--- src/rtl/uram_pkg.sv ---
`default_nettype none
// +-----------------------------------------------------------------------+
// | uram_pkg                                                              |
// | Shared UltraRAM geometry constants and an address helper.             |
// | Revision: 1.0                                                         |
// +-----------------------------------------------------------------------+
package uram_pkg;

   localparam int URAM_DATA_W = 72;
   localparam int URAM_ADDR_W = 23;
   localparam int URAM_BWE_W  = 9;
   localparam int URAM_RD_LAT = 1;

   // Drops the wrap bit of a FIFO pointer, leaving a zero-extended URAM address.
   function automatic logic [URAM_ADDR_W-1:0] ptr_to_addr(
      input logic [URAM_ADDR_W-1:0] ptr,
      input int                     depth_log2
   );
      logic [URAM_ADDR_W-1:0] mask;
      mask = (URAM_ADDR_W'(1) << depth_log2) - URAM_ADDR_W'(1);
      return ptr & mask;
   endfunction

endpackage
`default_nettype wire

--- src/rtl/uram_fifo_skid.sv ---
`default_nettype none
// +-----------------------------------------------------------------------+
// | uram_fifo_skid                                                        |
// | Two-entry output buffer that catches URAM read data for the stream.   |
// | Revision: 1.0                                                         |
// +-----------------------------------------------------------------------+
module uram_fifo_skid
   import uram_pkg::*;
(
   input  logic                   clk,
   input  logic                   rst,
   input  logic                   i_push,
   input  logic [URAM_DATA_W-1:0] i_push_data,
   input  logic                   i_pop,
   output logic [URAM_DATA_W-1:0] o_data,
   output logic                   o_valid,
   output logic [1:0]             o_count
);

   logic [URAM_DATA_W-1:0] r_mem [2];
   logic                   r_head;
   logic [1:0]             r_count;
   logic                   w_tail;
   logic                   w_pop;

   // The head slot is never written while it is still being presented.
   assign w_tail  = r_head ^ r_count[0];
   assign w_pop   = i_pop && (r_count != 2'd0);
   assign o_data  = r_mem[r_head];
   assign o_valid = (r_count != 2'd0);
   assign o_count = r_count;

   always_ff @(posedge clk) begin
      if (rst) begin
         r_head  <= 1'b0;
         r_count <= 2'd0;
      end else begin
         if (i_push) begin
            r_mem[w_tail] <= i_push_data;
         end
         if (w_pop) begin
            r_head <= ~r_head;
         end
         r_count <= r_count + {1'b0, i_push} - {1'b0, w_pop};
      end
   end

endmodule
`default_nettype wire

--- src/rtl/uram_fifo_ctrl.sv ---
`default_nettype none
// +-----------------------------------------------------------------------+
// | uram_fifo_ctrl                                                        |
// | Stream FIFO over one UltraRAM; URAM_FIFO_LEVEL_EN enables level and   |
// | almost_full reporting. Revision: 1.0                                  |
// +-----------------------------------------------------------------------+
module uram_fifo_ctrl
   import uram_pkg::*;
#(
   parameter int DEPTH_LOG2   = 12,
   parameter int AFULL_THRESH = 4000
)(
   input  logic                   clk,
   input  logic                   rst_async,
   input  logic [URAM_DATA_W-1:0] s_data,
   input  logic                   s_valid,
   output logic                   s_ready,
   output logic [URAM_DATA_W-1:0] m_data,
   output logic                   m_valid,
   input  logic                   m_ready,
   output logic [URAM_DATA_W-1:0] uram_din_a,
   output logic [URAM_BWE_W-1:0]  uram_bw_en_a,
   output logic [URAM_ADDR_W-1:0] uram_addr_a,
   output logic                   uram_en_a,
   output logic                   uram_we_a,
   output logic [URAM_ADDR_W-1:0] uram_addr_b,
   output logic                   uram_en_b,
   output logic                   uram_we_b,
   input  logic [URAM_DATA_W-1:0] uram_dout_b,
   output logic [DEPTH_LOG2+1:0]  level,
   output logic                   almost_full
);

   localparam int c_ptr_w = DEPTH_LOG2 + 1;
   localparam int c_lvl_w = DEPTH_LOG2 + 2;
   localparam logic [c_ptr_w-1:0] c_full = {1'b1, {DEPTH_LOG2{1'b0}}};

   logic [c_ptr_w-1:0]     r_wr_ptr;
   logic [c_ptr_w-1:0]     r_rd_ptr;
   logic [c_ptr_w-1:0]     w_occ;
   logic                   r_inflight;
   logic                   w_accept;
   logic                   w_issue;
   logic                   w_pop;
   logic                   w_buf_valid;
   logic [1:0]             w_buf_count;
   logic [1:0]             w_pending;
   logic [URAM_DATA_W-1:0] w_buf_data;

   assign w_occ    = r_wr_ptr - r_rd_ptr;
   assign s_ready  = !rst_async && (w_occ != c_full);
   assign w_accept = s_valid && s_ready;
   assign m_valid  = !rst_async && w_buf_valid;
   assign m_data   = w_buf_data;
   assign w_pop    = m_valid && m_ready;

   // Buffer slots left committed after this edge; crediting the pop keeps full rate.
   assign w_pending = w_buf_count + {1'b0, r_inflight} - {1'b0, w_pop};
   assign w_issue   = !rst_async && (w_occ != '0) && (w_pending < 2'd2);

   assign uram_en_a    = w_accept;
   assign uram_we_a    = w_accept;
   assign uram_bw_en_a = '1;
   assign uram_din_a   = s_data;
   assign uram_addr_a  = ptr_to_addr(URAM_ADDR_W'(r_wr_ptr), DEPTH_LOG2);
   assign uram_en_b    = w_issue;
   assign uram_we_b    = 1'b0;
   assign uram_addr_b  = ptr_to_addr(URAM_ADDR_W'(r_rd_ptr), DEPTH_LOG2);

   always_ff @(posedge clk) begin
      if (rst_async) begin
         r_wr_ptr   <= '0;
         r_rd_ptr   <= '0;
         r_inflight <= 1'b0;
      end else begin
         if (w_accept) begin
            r_wr_ptr <= r_wr_ptr + c_ptr_w'(1);
         end
         if (w_issue) begin
            r_rd_ptr <= r_rd_ptr + c_ptr_w'(1);
         end
         r_inflight <= w_issue;
      end
   end

   uram_fifo_skid u_skid (
      .clk         (clk),
      .rst         (rst_async),
      .i_push      (r_inflight),
      .i_push_data (uram_dout_b),
      .i_pop       (w_pop),
      .o_data      (w_buf_data),
      .o_valid     (w_buf_valid),
      .o_count     (w_buf_count)
   );

`ifdef URAM_FIFO_LEVEL_EN
   localparam logic [c_lvl_w-1:0] c_afull = c_lvl_w'(AFULL_THRESH);

   logic [c_lvl_w-1:0] r_level;

   always_ff @(posedge clk) begin
      if (rst_async) begin
         r_level <= '0;
      end else begin
         r_level <= c_lvl_w'(w_occ) + c_lvl_w'(r_inflight) + c_lvl_w'(w_buf_count);
      end
   end

   assign level       = r_level;
   assign almost_full = !rst_async && (r_level >= c_afull);
`else
   logic [31:0] w_unused_thresh;
   assign w_unused_thresh = AFULL_THRESH;
   assign level           = '0;
   assign almost_full     = 1'b0;
`endif

endmodule
`default_nettype wire

--- config.mk ---
export PLATFORM = sky130hd
export DESIGN_NAME = uram_fifo_ctrl
export DESIGN_NICKNAME = d
export VERILOG_FILES = /design/src/rtl/uram_pkg.sv /design/src/rtl/uram_fifo_skid.sv /design/src/rtl/uram_fifo_ctrl.sv
export SDC_FILE = /design/constraint.sdc
export NUM_CORES = 1
export LEC_CHECK = 0
export CAP_MARGIN = 20
export CORE_AREA = 5 5 158 160
export CTS_CLUSTER_DIAMETER = 200
export CTS_CLUSTER_SIZE = 24
export DETAILED_ROUTE_END_ITERATION = 10
export DIE_AREA = 0 0 163 165
export GPL_TIMING_DRIVEN = 0
export PLACE_DENSITY = 0.71
export SYNTH_ARGS = -nofsm -noshare
export SYNTH_HDL_FRONTEND = slang
export SYNTH_HIERARCHICAL = 1
export SYNTH_SLANG_ARGS = --single-unit
--- constraint.sdc ---
create_clock -name clk -period 10.2 [get_ports clk]
set_clock_uncertainty 0.2 [all_clocks]
set_input_delay 1.53 -clock clk [delete_from_list [all_inputs] [get_ports clk]]
set_output_delay 1.53 -clock clk [all_outputs]
set_load 0.02 [all_outputs]
Yosys cells after proc, flatten, opt, wreduce, memory -nomap -nowiden

Memory sizes are Yosys's and may differ from the RTL's. A register that Yosys moved wholly into a read port is not among the register bits.
Index checks and enable logic that the tools add are counted.

Add/subtract/negate cells: 6
Magnitude comparators: 1
Equal/unequal tests: 1
Muxes and demuxes: 5
Bitwise operators: 2
Reduce and logical (&&, ||, !) cells: 10

Operators with widths:

| operator              | count |
|---|---|
| $add 13x1->13 const B | 2 |
| $ne 13x13->1 const B  | 1 |
| $reduce_bool 13->1    | 1 |
| $sub 13x13->13        | 1 |
| $logic_and 1x1->1     | 7 |
| $mux 1                | 5 |
| $sub 2x1->2           | 2 |
| $add 2x1->2           | 1 |
| $lt 2x2->1 const B    | 1 |
| $reduce_bool 2->1     | 1 |
| $logic_not 1->1       | 1 |
| $not 1->1             | 1 |
| $xor 1x1->1           | 1 |

Register bits: 30
Memory bits (writable): 144
Bits of input ports: 148
Output and inout port bits: 220
Memories kept: 1

Memories:

| name         | depth | width | rd ports | clocked after memory_dff | wr ports | line                 | text |
|---|---|---|---|---|---|---|---|
| u_skid.r_mem | 2     | 72    | 1        | 1                        | 1        | uram_fifo_skid.sv:20 | `logic [URAM_DATA_W-1:0] r_mem [2];` |

Depth between registers and ports, before layout

Depth after elaboration: 6
Mapped depth: 12

Hierarchy

The synthesis kept the hierarchy.

Modules (own cells, without submodules):

| module         | times used | cells an instance | area each (um2) | seq. area each (um2) |
|---|---|---|---|---|
| uram_fifo_skid | 1          | 244               | 5765.5          | 4404.2 |
| uram_fifo_ctrl | 1          | 407               | 3151.8          | 540.5 |

Worst setup path before layout

Ideal clock, no wire load.

Kind: input to register
Start: input rst_async
End: memory u_skid.r_mem[1][0] (enable)
Library setup time: 0.607 ns
Data arrival time: 6.807 ns
Data required time: 9.393 ns
Path slack: 2.586 ns
Cell stages on the path: 1
Buffers on the path: 0
Path through: nor3b_1

Word-level cells in the longest chain between the ends: 2

RTL lines:

| item                         | line                 | text |
|---|---|---|
| start, declared              | uram_fifo_ctrl.sv:14 | `input logic rst_async,` |
| $mux 1                       | uram_fifo_skid.sv:34 | `if (rst) begin` |
| $mux 1 (implied by the code) | uram_fifo_skid.sv:39 | `r_mem[w_tail] <= i_push_data;` |
| end, declared                | uram_fifo_skid.sv:20 |  |

Every way passes these cells.

Final worst setup path

Start: input rst_async
End: output uram_en_b

Word-level cells in the longest chain between the ends: 6

RTL lines:

| item              | line                 | text |
|---|---|---|
| $logic_not 1->1   | uram_fifo_ctrl.sv:53 | `assign m_valid = !rst_async && w_buf_valid;` |
| $logic_and 1x1->1 | uram_fifo_ctrl.sv:53 |  |
| $logic_and 1x1->1 | uram_fifo_ctrl.sv:55 | `assign w_pop = m_valid && m_ready;` |
| net w_pop         | uram_fifo_ctrl.sv:44 | `logic w_pop;` |
| $sub 2x1->2       | uram_fifo_ctrl.sv:58 | `assign w_pending = w_buf_count + {1'b0, r_inflight} - {1'b0, w_pop};` |
| $lt 2x2->1        | uram_fifo_ctrl.sv:59 | `assign w_issue = !rst_async && (w_occ != '0) && (w_pending < 2'd2);` |
| $logic_and 1x1->1 | uram_fifo_ctrl.sv:59 |  |
| end, declared     | uram_fifo_ctrl.sv:27 | `output logic uram_en_b,` |

The timed path passes the listed nets, and every way through them passes these cells.

==> flow_metrics.tcl <==
set metrics [dict create \
    ant_nets 0 \
    holdCritPathClass "reg -> reg" \
    grt_overflow 0 \
    p_int_mw 1.62 \
    nets 1136 \
    cts_tree "done" \
    vdd_drop_max_uv 93.8 \
    cts_setup_buffers 0 \
    setup_viol 0 \
    drc 0 \
    hold_viol 0 \
    die_x_um 163 \
    worst-setup-path-type "in -> out" \
    coreArea_um2 23300 \
    critPathMaxFanout 11 \
    grt_pass1_vias 5971 \
    place_hpwl_mm 16.6 \
    cts.sinks 175 \
    p_total_mw 2.34 \
    fillers 1965 \
    initial_core_util 0.383 \
    synth_edf_count 144 \
    vias_per_cell 4.54 \
    p_switching_mw 0.721 \
    crit_path_frequent_cell "nor2b_1" \
    ys_seq_area_frac 0.555 \
    startpoint_type "primary input" \
    drive_gt1_frac 0.283 \
    final_common_cell "clkdlybuf4s50_1" \
    routed_wl_mm 21.7 \
    gp_congestion 0.880 \
    fmax_mhz 159 \
    drv_cap 0 \
    yosys_warnings 6 \
    cp_slowest_stage_delay_ps 730 \
    crit_path_end_kind "output port" \
    crit_slowest_cell "clkdlybuf4s50_1" \
    grt_max_degree 52 \
    power.leakage_nw 4.95 \
    htree_levels 4 \
    io_buffer_count 248 \
    crit_chain "clkdlybuf4s50_1 > nor2b_1 > and2_1 > ha_1 > xor2_1 > xnor2_1 > nor2b_1 > nor2b_1 > clkdlybuf4s50_1" \
    r2r_setup_slack_ps 6300 \
    rsz0062_at_grt "false" \
    io-pin-count 368 \
    pwr-share-seq 0.396 \
    ys_ff_latch 175 \
    gr-usage-all-layers 0.154 \
    areaGrowthSynthToFinish_pct 42.2 \
    mostFrequentLayoutCells "clkdlybuf4s50_1 (248), buf_4 (145), edfxtp_1 (144)" \
    power_density_nw_per_um2 184 \
    postLayoutCellArea_um2 12700 \
    synth_cell_type_count 55 \
    cts.repair.resized 0 \
    numCtsBuffers 17 \
    p_comb_frac 0.326 \
    hold_buffers 0 \
    synth-async-reset-ratio 0 \
    design.die.area_um2 26900 \
    rows 56 \
    tightest_slew_ps 606 \
    fp.dieH_um 165 \
    clk_pin_slew_ps 70 \
    antenna_found_initial 2 \
    status "finished clean" \
    netlist_area_um2 8920 \
    finalSetupTns_ps 0 \
    clockRootBuffer "clkbuf_16" \
    place_ws_ps 3950 \
    swShare 0.309 \
    power.share.clock 0.279 \
    avgSynthCellArea_um2 13.7 \
    post-route-period-util 0.617 \
    crit_buf_inv 2 \
    critical-path-top-delay-family "buffers and inverters" \
    synthCells 651 \
    crit_arrival_ps 4560 \
    drt_iter0_drc 210 \
    slew_violations 0 \
    first_pass_iters 5 \
    cp.required_ps 8470 \
    fin_crit_ps 6290 \
    placed_cell_area_um2 12100 \
    synth_top_flop_cell "edfxtp_1" \
    layout_setup_ws_ps 3910 \
    routedWlPerCell_um 16.7 \
    cts_buffer_depth 2 \
    grt_pass1_wl_mm 32.5 \
    clk_latency_ps 420 \
    max-slew-margin-rel 0.593 \
    vias 5918 \
]
[worst min-delay path: cells and delay by family (launching register included)]
| family | cells | cell delay, ps |
|---|---|---|
| DFF | 1 | 330 |
| AOI/OAI and AO/OA | 2 | 140 |
[cell usage after synthesis (all sizes together) (5+ instances only)]
library cell | count | area [um^2]
xnor2 | 7 | 61.3
buf | 156 | 1250
nor2b | 10 | 62.6
nor2 | 28 | 105
ha | 17 | 213
or3 | 8 | 50.1
mux2 | 83 | 1200
inv | 19 | 71.3
o21ai | 10 | 50.0
a21oi | 22 | 110
dfxtp | 31 | 621
or4 | 8 | 60.1
clkbuf | 5 | 18.8
nor3 | 5 | 25.0
a21o | 9 | 67.6
o31ai | 8 | 65.1
edfxtp | 144 | 4320
nand2 | 14 | 52.6
nand3 | 13 | 65.1
[worst paths after layout]
kind,from,to,cells past startpoint
max,rst_async,uram_en_b,9
min,r_wr_ptr[12],r_wr_ptr[12],2
max reg2reg,r_rd_ptr[7],r_rd_ptr[12],11
min reg2reg,r_wr_ptr[12],r_wr_ptr[12],2
[metrics by stage]
stage,instances,utilization,hold slack [ps]
finish,1304,0.545,317
global route,1303,0.545,372
CTS,1303,0.545,320
detailed placement,1271,0.520,310
global placement,1263,0.514,294
floorplan,696,-,270
[per-layer routing]
metal | routed length [um] | vias to the layer above | track usage
met5 | 25 | - | 0
met4 | 297 | 4 | 0.0431
met3 | 1450 | 23 | 0.0387
met2 | 11300 | 234 | 0.261
met1 | 8680 | 2827 | 0.196
li1 | - | 2830 | -
[power groups by stage]
| stage | Clock, mW | Sequential (mW) | Combinational [mW] |
|---|---|---|---|
| finish | 0.651 | 0.924 | 0.762 |
| global route | 0.700 | 0.934 | 0.811 |
| CTS | 0.676 | 0.925 | 0.770 |
| detailed placement | 0 | 0.941 | 0.767 |
| global placement | 0 | 0.956 | 0.735 |
| floorplan | 0 | 0.941 | 0.475 |
[sequential cells by signal (all words and copies together) (netlist names), named ones only]
register,cells
u_skid/r_mem,144
r_rd_ptr,13
r_wr_ptr,13
u_skid/o_count,2
r_inflight,1
u_skid/r_head,1
[cell type report]
class                           instances  area, um^2  area share
Sequential cell                       175        4940       0.390
Buffer                                161        1270       0.100
Multi-Input combinational cell        341        2810       0.221
Clock inverter                         14         163      0.0128
Timing Repair Buffer                  256        2590       0.204
Clock buffer                           18         429      0.0338
Antenna cell                            1        2.50    0.000197
Inverter                               19        71.3     0.00562
Tap cell                              319         399      0.0315
[logic make-up (layout without fill, tap and decap cells)]
group                    Yosys count  in the layout  synth area share
buffers and inverters            180            468             0.151
flip-flops                       175            175             0.555
AND/OR/NAND/NOR                  112            112            0.0688
multiplexers                      85             85             0.137
AO/OA/AOI/OAI                     70             70            0.0533
adder cells (fa/ha/maj)           17             17            0.0239
XOR/XNOR                          10             10            0.0114
other                              2             48          0.000842
(Power assumes the default switching activity.)
